File: src/rtl/bcd_entry_reg_pkg.sv
// Shared constants and types for the keypad BCD entry register.
// Optional blanking of unused digit positions is enabled with BCD_ENTRY_BLANK_EN.
package bcd_entry_reg_pkg;

  localparam int         NUM_DIGITS_DEF = 4;
  localparam logic [3:0] BCD_ZERO       = 4'd0;
  localparam logic [3:0] BCD_NULL       = 4'd13;
  localparam logic [3:0] BCD_MAX        = 4'd9;

  typedef enum logic [2:0] {
    CMD_NOP       = 3'd0,
    CMD_DIGIT     = 3'd1,
    CMD_BKSP      = 3'd2,
    CMD_CLEAR     = 3'd3,
    CMD_COMMIT    = 3'd4,
    CMD_SWAP      = 3'd5,
    CMD_CLEAR_ALL = 3'd6,
    CMD_RSVD      = 3'd7
  } cmd_e;

  typedef enum logic [1:0] {
    ST_EMPTY = 2'd0,
    ST_ENTRY = 2'd1,
    ST_FULL  = 2'd2
  } entry_st_e;

  typedef struct packed {
    logic clr;
    logic load;
    logic shl;
    logic shr;
  } shift_op_t;

endpackage

File: src/rtl/bcd_shift_reg.sv
// Digit shift register holding NUM_DIGITS BCD digits, digit 0 in the low nibble.
// Priority: reset/clear, load, shift-left-insert, shift-right.
module bcd_shift_reg
  import bcd_entry_reg_pkg::*;
#(
  parameter int NUM_DIGITS = NUM_DIGITS_DEF
) (
  input  logic                    i_clk,
  input  logic                    i_rst,
  input  shift_op_t               i_op,
  input  logic [3:0]              i_ins_digit,
  input  logic [4*NUM_DIGITS-1:0] i_load_val,
  output logic [4*NUM_DIGITS-1:0] o_digits
);

  logic [4*NUM_DIGITS-1:0] r_digits;

  always_ff @(posedge i_clk) begin
    if (i_rst || i_op.clr) begin
      r_digits <= '0;
    end else if (i_op.load) begin
      r_digits <= i_load_val;
    end else if (i_op.shl) begin
      // Top digit is known zero here because shifting only happens below full.
      r_digits <= {r_digits[4*NUM_DIGITS-5:0], i_ins_digit};
    end else if (i_op.shr) begin
      r_digits <= {BCD_ZERO, r_digits[4*NUM_DIGITS-1:4]};
    end
  end

  assign o_digits = r_digits;

endmodule

File: src/rtl/bcd_entry_reg.sv
// Keypad BCD digit-entry register with backspace, clear, commit and swap.
// Define BCD_ENTRY_BLANK_EN to show BCD_NULL in positions beyond each field's length.
module bcd_entry_reg
  import bcd_entry_reg_pkg::*;
#(
  parameter int NUM_DIGITS = NUM_DIGITS_DEF,
  parameter int LEN_W      = $clog2(NUM_DIGITS + 1)
) (
  input  logic                    i_clk,
  input  logic                    i_rst,
  input  logic                    i_cmd_valid,
  input  logic [2:0]              i_cmd,
  input  logic [3:0]              i_key_digit,
  output logic [4*NUM_DIGITS-1:0] o_entry,
  output logic [4*NUM_DIGITS-1:0] o_operand,
  output logic [LEN_W-1:0]        o_len,
  output logic                    o_full,
  output logic                    o_overflow,
  output logic                    o_bad_digit,
  output logic                    o_commit_pulse
);

  localparam logic [LEN_W-1:0] LEN_FULL = LEN_W'(NUM_DIGITS);
  localparam logic [LEN_W-1:0] LEN_ONE  = LEN_W'(1);

  function automatic logic [LEN_W-1:0] sig_len(input logic [4*NUM_DIGITS-1:0] v);
    logic [LEN_W-1:0] n;
    n = '0;
    for (int i = 0; i < NUM_DIGITS; i++) begin
      if (v[4*i +: 4] != BCD_ZERO) n = LEN_W'(i + 1);
    end
    return n;
  endfunction

  logic [LEN_W-1:0]        r_len;
  logic [4*NUM_DIGITS-1:0] r_operand;
  logic                    r_overflow;
  logic                    r_bad_digit;
  logic                    r_commit;

  logic [4*NUM_DIGITS-1:0] w_entry_raw;
  entry_st_e               w_state;
  cmd_e                    w_cmd;
  shift_op_t               w_op;
  logic [LEN_W-1:0]        w_len_nxt;
  logic                    w_op_wr;
  logic [4*NUM_DIGITS-1:0] w_op_nxt;
  logic                    w_ovf_nxt;
  logic                    w_bad_nxt;
  logic                    w_commit_nxt;

  assign w_cmd   = cmd_e'(i_cmd);
  assign w_state = (r_len == '0)      ? ST_EMPTY :
                   (r_len == LEN_FULL) ? ST_FULL  : ST_ENTRY;

  always_comb begin
    w_op         = '0;
    w_len_nxt    = r_len;
    w_op_wr      = 1'b0;
    w_op_nxt     = r_operand;
    w_ovf_nxt    = 1'b0;
    w_bad_nxt    = 1'b0;
    w_commit_nxt = 1'b0;
    if (i_cmd_valid) begin
      case (w_cmd)
        CMD_DIGIT: begin
          if (i_key_digit > BCD_MAX) begin
            w_bad_nxt = 1'b1;
          end else begin
            case (w_state)
              ST_EMPTY: begin
                // Leading zeros are dropped so the field never starts with 0.
                if (i_key_digit != BCD_ZERO) begin
                  w_op.shl  = 1'b1;
                  w_len_nxt = LEN_ONE;
                end
              end
              ST_ENTRY: begin
                w_op.shl  = 1'b1;
                w_len_nxt = r_len + LEN_ONE;
              end
              default: w_ovf_nxt = 1'b1;
            endcase
          end
        end
        CMD_BKSP: begin
          if (w_state != ST_EMPTY) begin
            w_op.shr  = 1'b1;
            w_len_nxt = r_len - LEN_ONE;
          end
        end
        CMD_CLEAR: begin
          w_op.clr  = 1'b1;
          w_len_nxt = '0;
        end
        CMD_COMMIT: begin
          w_op.clr     = 1'b1;
          w_len_nxt    = '0;
          w_op_wr      = 1'b1;
          w_op_nxt     = w_entry_raw;
          w_commit_nxt = 1'b1;
        end
        CMD_SWAP: begin
          w_op.load    = 1'b1;
          w_len_nxt    = sig_len(r_operand);
          w_op_wr      = 1'b1;
          w_op_nxt     = w_entry_raw;
          w_commit_nxt = 1'b1;
        end
        CMD_CLEAR_ALL: begin
          w_op.clr  = 1'b1;
          w_len_nxt = '0;
          w_op_wr   = 1'b1;
          w_op_nxt  = '0;
        end
        default: ;
      endcase
    end
  end

  bcd_shift_reg #(
    .NUM_DIGITS (NUM_DIGITS)
  ) u_entry (
    .i_clk       (i_clk),
    .i_rst       (i_rst),
    .i_op        (w_op),
    .i_ins_digit (i_key_digit),
    .i_load_val  (r_operand),
    .o_digits    (w_entry_raw)
  );

  always_ff @(posedge i_clk) begin
    if (i_rst) begin
      r_len       <= '0;
      r_operand   <= '0;
      r_overflow  <= 1'b0;
      r_bad_digit <= 1'b0;
      r_commit    <= 1'b0;
    end else begin
      r_len       <= w_len_nxt;
      r_overflow  <= w_ovf_nxt;
      r_bad_digit <= w_bad_nxt;
      r_commit    <= w_commit_nxt;
      if (w_op_wr) r_operand <= w_op_nxt;
    end
  end

`ifdef BCD_ENTRY_BLANK_EN
  logic [LEN_W-1:0] r_op_len;

  // The operand inherits the entry's length on COMMIT/SWAP, so no recount is needed.
  always_ff @(posedge i_clk) begin
    if (i_rst) begin
      r_op_len <= '0;
    end else if (i_cmd_valid && (w_cmd == CMD_COMMIT || w_cmd == CMD_SWAP)) begin
      r_op_len <= r_len;
    end else if (i_cmd_valid && w_cmd == CMD_CLEAR_ALL) begin
      r_op_len <= '0;
    end
  end

  function automatic logic [4*NUM_DIGITS-1:0] blank(input logic [4*NUM_DIGITS-1:0] v,
                                                    input logic [LEN_W-1:0]        n);
    logic [4*NUM_DIGITS-1:0] o;
    for (int i = 0; i < NUM_DIGITS; i++) begin
      o[4*i +: 4] = (i != 0 && LEN_W'(i) >= n) ? BCD_NULL : v[4*i +: 4];
    end
    return o;
  endfunction

  assign o_entry   = blank(w_entry_raw, r_len);
  assign o_operand = blank(r_operand, r_op_len);
`else
  assign o_entry   = w_entry_raw;
  assign o_operand = r_operand;
`endif

  assign o_len          = r_len;
  assign o_full         = (r_len == LEN_FULL);
  assign o_overflow     = r_overflow;
  assign o_bad_digit    = r_bad_digit;
  assign o_commit_pulse = r_commit;

endmodule

File: config.mk
export PLATFORM = sky130hd
export DESIGN_NAME = bcd_entry_reg
export DESIGN_NICKNAME = d
export VERILOG_FILES = /design/src/rtl/bcd_entry_reg_pkg.sv /design/src/rtl/bcd_shift_reg.sv /design/src/rtl/bcd_entry_reg.sv
export SDC_FILE = /design/constraint.sdc
export NUM_CORES = 1
export LEC_CHECK = 0
export CAP_MARGIN = 20
export CORE_UTILIZATION = 52
export DETAILED_ROUTE_END_ITERATION = 10
export GPL_ROUTABILITY_DRIVEN = 0
export MAX_ROUTING_LAYER = met4
export PLACE_DENSITY = 0.81
export SETUP_SLACK_MARGIN = 0.02
export SYNTH_ARGS = -nofsm -noshare
export SYNTH_HDL_FRONTEND = slang
export SYNTH_SLANG_ARGS = --single-unit
File: constraint.sdc
create_clock -name i_clk -period 6.93 [get_ports i_clk]
set_input_delay 1.0395 -clock i_clk [delete_from_list [all_inputs] [get_ports i_clk]]
set_output_delay 1.0395 -clock i_clk [all_outputs]
set_load 0.05 [all_outputs]
==> Word level (Yosys, flattened, before mapping) <==
Cells that the tools add are included.
{ "totals": {"in_bits": 10, "register_bits": 38} }
{ "classes": {"addsub": 2, "n_mux": 29, "n_lt_le_gt_ge": 1, "eq_ne": 12, "n_bitwise": 2, "reduce_logical": 21} }
{ "ops": {"columns": ["operator", "count"], "rows": [
  ["2-to-1 mux 16 bit", 3],
  ["one-hot mux 16 bit (2 select lines)", 1],
  ["nonzero test 4 bit", 6],
  ["2-to-1 mux 3 bit", 6],
  ["2-to-1 mux 1 bit", 13],
  ["== test 3 bit (second input constant)", 4],
  ["one-hot mux 3 bit (4 select lines)", 1],
  ["OR reduction 3 bit", 3],
  ["== test 3 x 2 -> 1 bit (second input constant)", 2],
  ["one-hot mux 3 bit (2 select lines)", 1],
  ["AND reduction 6 bit", 1],
  ["OR reduction 2 bit", 3],
  ["> comparator 4 bit (second input constant)", 1],
  ["2-to-1 mux 2 bit", 2],
  ["2-to-1 mux 4 bit", 1],
  ["!= test 2 bit (second input constant)", 2],
  ["nonzero test 2 bit", 2],
  ["OR reduction 4 bit", 1],
  ["adder 3 x 1 -> 3 bit (second input constant)", 1],
  ["== test 3 x 1 -> 1 bit (second input constant)", 1],
  ["zero test 3 bit", 1],
  ["!= test 3 x 1 -> 1 bit (second input constant)", 1],
  ["!= test 3 bit (second input constant)", 1],
  ["AND reduction 3 bit", 1],
  ["other kinds (7)", 8]
]} }

==> Logic depth before layout (Yosys ltp) <==
{ "depth": {"depth_word": 11, "ltp_mapped": 10, "mapped_depth_nobuf": 8} }

==> By module <==
Synthesis repeated with hierarchy kept, for this count alone.
{ "hier_totals": {"cells_unflattened": 201, "hier_area_um2": 1966.9} }
{ "modules_own_cells": {"columns": ["module", "cells_each", "seq_area_each_um2", "n_inst", "area_each_um2"], "rows": [
  ["bcd_entry_reg", 112, 440.4, 1, 1077.3],
  ["bcd_shift_reg", 89, 320.3, 1, 889.6]
]} }

==> Worst setup path after synthesis <==
Ideal clock, no wire load.
{ "synth_path": {"path_kind": "reg2reg", "start": "reg r_len[0] (netlist: o_len[0])", "end": "reg u_entry.r_digits[0] (netlist: u_entry.o_digits[0])", "path_buffers": 2, "stages_incl_launch_ff": 11, "setup_time_ns": 0.131, "slack_ns": 4.065, "arrival_ns": 2.733, "synth_period_minus_slack_ns": 2.865, "required_ns": 6.799, "cell_sequence": "dfxtp_1 inv_1 ha_1 buf_2 nand2_1 inv_1 a2111oi_4 buf_6 nor2_1 a2111oi_0 nor3_1"} }
{ "synth_between": {"elab_chain_len": 10, "elab_cells_between_ends": 16, "classes_between": "eq/ne: 2; mux: 10; reduce/logical: 4"} }
{ "synth_rtl": {"columns": ["element", "line", "rtl"], "rows": [
  ["from (decl)", "bcd_entry_reg.sv:35", "logic [LEN_W-1:0] r_len;"],
  ["from (signal assigned)", "bcd_entry_reg.sv:140", "r_len <= w_len_nxt;"],
  ["== test 3 bit *", null, null],
  ["named net o_full", "bcd_entry_reg.sv:17", "output logic o_full,"],
  ["2-to-1 mux 2 bit *", "bcd_entry_reg.sv:54", "(r_len == LEN_FULL) ? ST_FULL : ST_ENTRY;"],
  ["2-to-1 mux 2 bit *", "bcd_entry_reg.sv:53", "assign w_state = (r_len == '0) ? ST_EMPTY :"],
  ["== test 2 x 1 -> 1 bit or zero test 2 bit (tied branches)", "bcd_entry_reg.sv:70", "case (w_state)"],
  ["one-hot mux 1 bit (2 select lines)", "bcd_entry_reg.sv:70", null],
  ["2-to-1 mux 1 bit", "bcd_entry_reg.sv:67", "if (i_key_digit > BCD_MAX) begin"],
  ["2-to-1 mux 1 bit", "bcd_entry_reg.sv:65", "case (w_cmd)"],
  ["2-to-1 mux 4 bit *", "bcd_entry_reg.sv:64", "if (i_cmd_valid) begin"],
  ["2-to-1 mux 16 bit", "bcd_shift_reg.sv:23", "end else if (i_op.shl) begin"],
  ["2-to-1 mux 16 bit", "bcd_shift_reg.sv:21", "end else if (i_op.load) begin"],
  ["to (signal assigned)", "bcd_shift_reg.sv:22", "r_digits <= i_load_val;"],
  ["to (signal assigned)", "bcd_shift_reg.sv:25", "r_digits <= {r_digits[4*NUM_DIGITS-5:0], i_ins_digit};"],
  ["to (signal assigned)", "bcd_shift_reg.sv:27", "r_digits <= {BCD_ZERO, r_digits[4*NUM_DIGITS-1:4]};"],
  ["to (decl)", "bcd_shift_reg.sv:16", "logic [4*NUM_DIGITS-1:0] r_digits;"]
]} }
Mark *: on every way through the listed nets, which the timed path passes. The rest lies on a longest branch.
A chain may end at the register's enable or synchronous reset.

==> Final worst setup path <==
{ "layout_path": {"start": "in i_cmd[2]", "end": "reg u_entry.r_digits[0] (netlist: u_entry.o_digits[0])"} }
{ "layout_between": {"elab_chain_len": 5, "elab_cells_between_ends": 16, "classes_between": "eq/ne: 6; mux: 7; reduce/logical: 3"} }
{ "layout_rtl": {"columns": ["element", "line", "rtl"], "rows": [
  ["from (decl)", "bcd_entry_reg.sv:12", "input logic [2:0] i_cmd,"],
  ["== test 3 x 1 -> 1 bit (tied with other cells)", "bcd_entry_reg.sv:65", null],
  ["2-to-1 mux 1 bit or OR reduction 3 bit (tied branches)", null, null],
  ["2-to-1 mux 4 bit *", "bcd_entry_reg.sv:64", null],
  ["2-to-1 mux 16 bit or 2-to-1 mux 4 bit (tied branches)", "bcd_shift_reg.sv:23, bcd_entry_reg.sv:64", null],
  ["2-to-1 mux 16 bit or logical OR 1 bit (tied branches)", "bcd_shift_reg.sv:21, bcd_shift_reg.sv:19", null]
]} }
Every way passes the cells marked *; elsewhere a longest branch is shown, timed or not.

==> flow_summary.toml <==
[sta]
timing.final.ws_setup_ps = 3529
slew_viol_final = 0
worst_slew_pin_slew_ps = 899.0
period_share = 0.4908
period_needed_ps = 3401
grt_setup_unrepaired = "false"
fin_tns_setup_ps = 0
final-hold-violation-count = 0
fmax_mhz = 294.0
setup_viol = 0
skew_ps = 4.908
whs_ps = 496.5
slew_headroom = 0.3988

[route]
antenna_left = 0
vias_per_cell = 6.035
vias = 1871
drt-initial-drc-count = 160
wirelength_microns = 5384
firstDrtPassIters = 4
drcViolationCount = 0
wl_per_cell_microns = 17.37

[yosys]
syn_inst = 221
synth_area_sq_mm = 0.001959
synth_edf_count = 0
synth_seq_cells = 38
async_reset_ff_frac = 0
synth_flop_cell = "dfxtp_1"
synth_warnings = 0
syn-num-nets = 234
ys_seq_area_frac = 0.3883
syn_area_per_cell_sq_um = 8.866
synthDistinctLibCells = 42

[floorplan]
initial_utilization = 0.5649
die_w_microns = 63.39
ioPinCount = 49
die-area_sq_mm = 0.004018
design.core.area_sq_mm = 0.003468
die_y_microns = 63.39
rows = 21

[setup_path]
worst_setup_path_end_kind = "flip-flop"
slowest_delay_ps = 880
cp.arrival_ps = 3560
path_max_fanout = 23
crit_chain = "clkdlybuf4s50_1, nand4b_1, nand2_1, nor2_1, a2111oi_0, nor3_1"
worst_setup_path_start_kind = "primary input"
critPathSlowestCell = "clkdlybuf4s50_1"
critPathRequiredTime_ps = 7090
crit_type = "in2reg"

[clock_tree]
cts.sinks = 38
cts_resized = 0
clockBufferDepth = 2
htreeDepth = 2
clk_latency_ps = 290
ctsHoldBuffers = 0
clk_pin_slew_ps = 80
tritoncts = "done"
cts_root_buffer = "clkbuf_8"
cts_made_buffers = 5
postCtsSetupBuffers = 0

[layout]
n_fill_cell = 288
syn2layout_area_growth_pct = 29.63
nNetsFinal = 276
final_util = 0.7323
drive_above_1_share = 0.07576
num_antenna_cells = 0

[global_route]
grt_max_degree = 29
grt_pass1_wl_microns = 8721
track_usage = 0.2909
use_met1 = 0.3727
overflow = 0
busiest_layer = "met2"
antenna_found_initial = 0
met2_usage = 0.4468
use_met3 = 0.05616
grt_pass1_vias = 1720

[placed_design]
dpl_worst_slack_ps = 2951
hpwl_microns = 3624
numPortBuffers = 48

[job]
maxCapViolCount = 0

[hold_path]
hold_class = "reg2reg"

[power]
powerDensity_mw_per_mm2 = 179.5
vdd_drop_max_uv = 105.0
leakage_nw = 0.8572

[run_status]
status = "finished clean"
-- cells in the final DEF, fill, tap and decap left out, drive strengths merged, types with 5 or more instances in the layout --
master,instances
a211o,13
a21oi,12
a22oi,16
clkbuf,7
clkdlybuf4s50,48
dfxtp,38
inv,5
mux2i,13
nand2,16
nor2,41
-- critical path: cells and delay by family --
| family | cells | cell delay, ps |
|---|---|---|
| and+or+nand+nor | 4 | 1250 |
| AOI/OAI and AO/OA | 1 | 390 |
| buffers and inverters | 1 | 880 |
-- layer usage --
layer,share of wire,up-vias
met5,0,-
met4,0.017,0
met3,0.057,10
met2,0.47,67
met1,0.45,892
li1,-,902
-- Yosys cell counts (2+ instances only) --
cell type,number,area (sq um)
a2111oi_0,2,17.52
a211o_1,13,113.9
a211oi_1,3,22.52
a21oi_1,7,35.03
a21oi_2,5,43.79
a222oi_1,4,40.04
a22oi_1,16,120.1
buf_2,3,15.01
buf_6,2,22.52
clkbuf_1,10,37.54
dfxtp_1,38,760.7
ha_1,3,37.54
inv_1,5,18.77
mux2i_1,13,130.1
nand2_1,16,60.06
nand2b_1,4,25.02
nand3_1,2,10.01
nor2_1,41,153.9
nor2b_1,2,12.51
nor3_1,3,15.01
nor3b_1,3,22.52
nor4_1,3,18.77
o22ai_1,2,12.51
or4_1,2,15.01
xnor2_1,2,17.52
-- power breakdown --
group          total, mW  switching, mW  internal (mW)
logic             0.0731         0.0468         0.0263
registers          0.225        0.00369          0.221
clock network      0.158         0.0780         0.0803
-- metrics by stage --
step,instance area (sq um),std cells,power [mW]
after global placement,2426,300,0.3002
after CTS,2529,309,0.4554
final,2540,310,0.4560
after detailed placement,2437,301,0.3017
after floorplan,1959,221,0.2803
after global routing,2540,310,0.4724
-- state kept, by name (all words and copies together) (netlist names) --
| register | cells |
|---|---|
| o_overflow | 1 |
| o_bad_digit | 1 |
| o_commit_pulse | 1 |
| u_entry.o_digits | 16 |
| o_len | 3 |
| o_operand | 16 |
-- area by class of cell --
cell class / instances / area [sq um] / share of cell area
Inverter: 5 / 18.77 / 0.007389
Tap cell: 46 / 57.56 / 0.02266
Clock inverter: 1 / 5.005 / 0.001970
Clock buffer: 7 / 86.33 / 0.03399
Multi-Input combinational cell: 162 / 1101 / 0.4335
Sequential cell: 38 / 760.7 / 0.2995
Timing Repair Buffer: 51 / 510.5 / 0.2010
-- cells by family after synthesis --
kind of cell | share of synthesized area
AOI/OAI and AO/OA | 0.2669
xor gates and xnor gates | 0.008942
adders and majority gates | 0.01916
buffers and inverters | 0.04981
DFF | 0.3883
muxes | 0.07216
and+or+nand+nor | 0.1948
-- path summary, 6_finish.rpt --
path	startpoint	endpoint	slack, ps	cells past startpoint
setup / recovery	i_cmd[2]	u_entry.o_digits[0]	3530	6
hold / removal	u_entry.o_digits[3]	u_entry.o_digits[3]	500	2
setup reg to reg	o_len[0]	u_entry.o_digits[0]	4500	9
hold reg to reg	u_entry.o_digits[3]	u_entry.o_digits[3]	500	2
(Power assumes the default switching activity.)
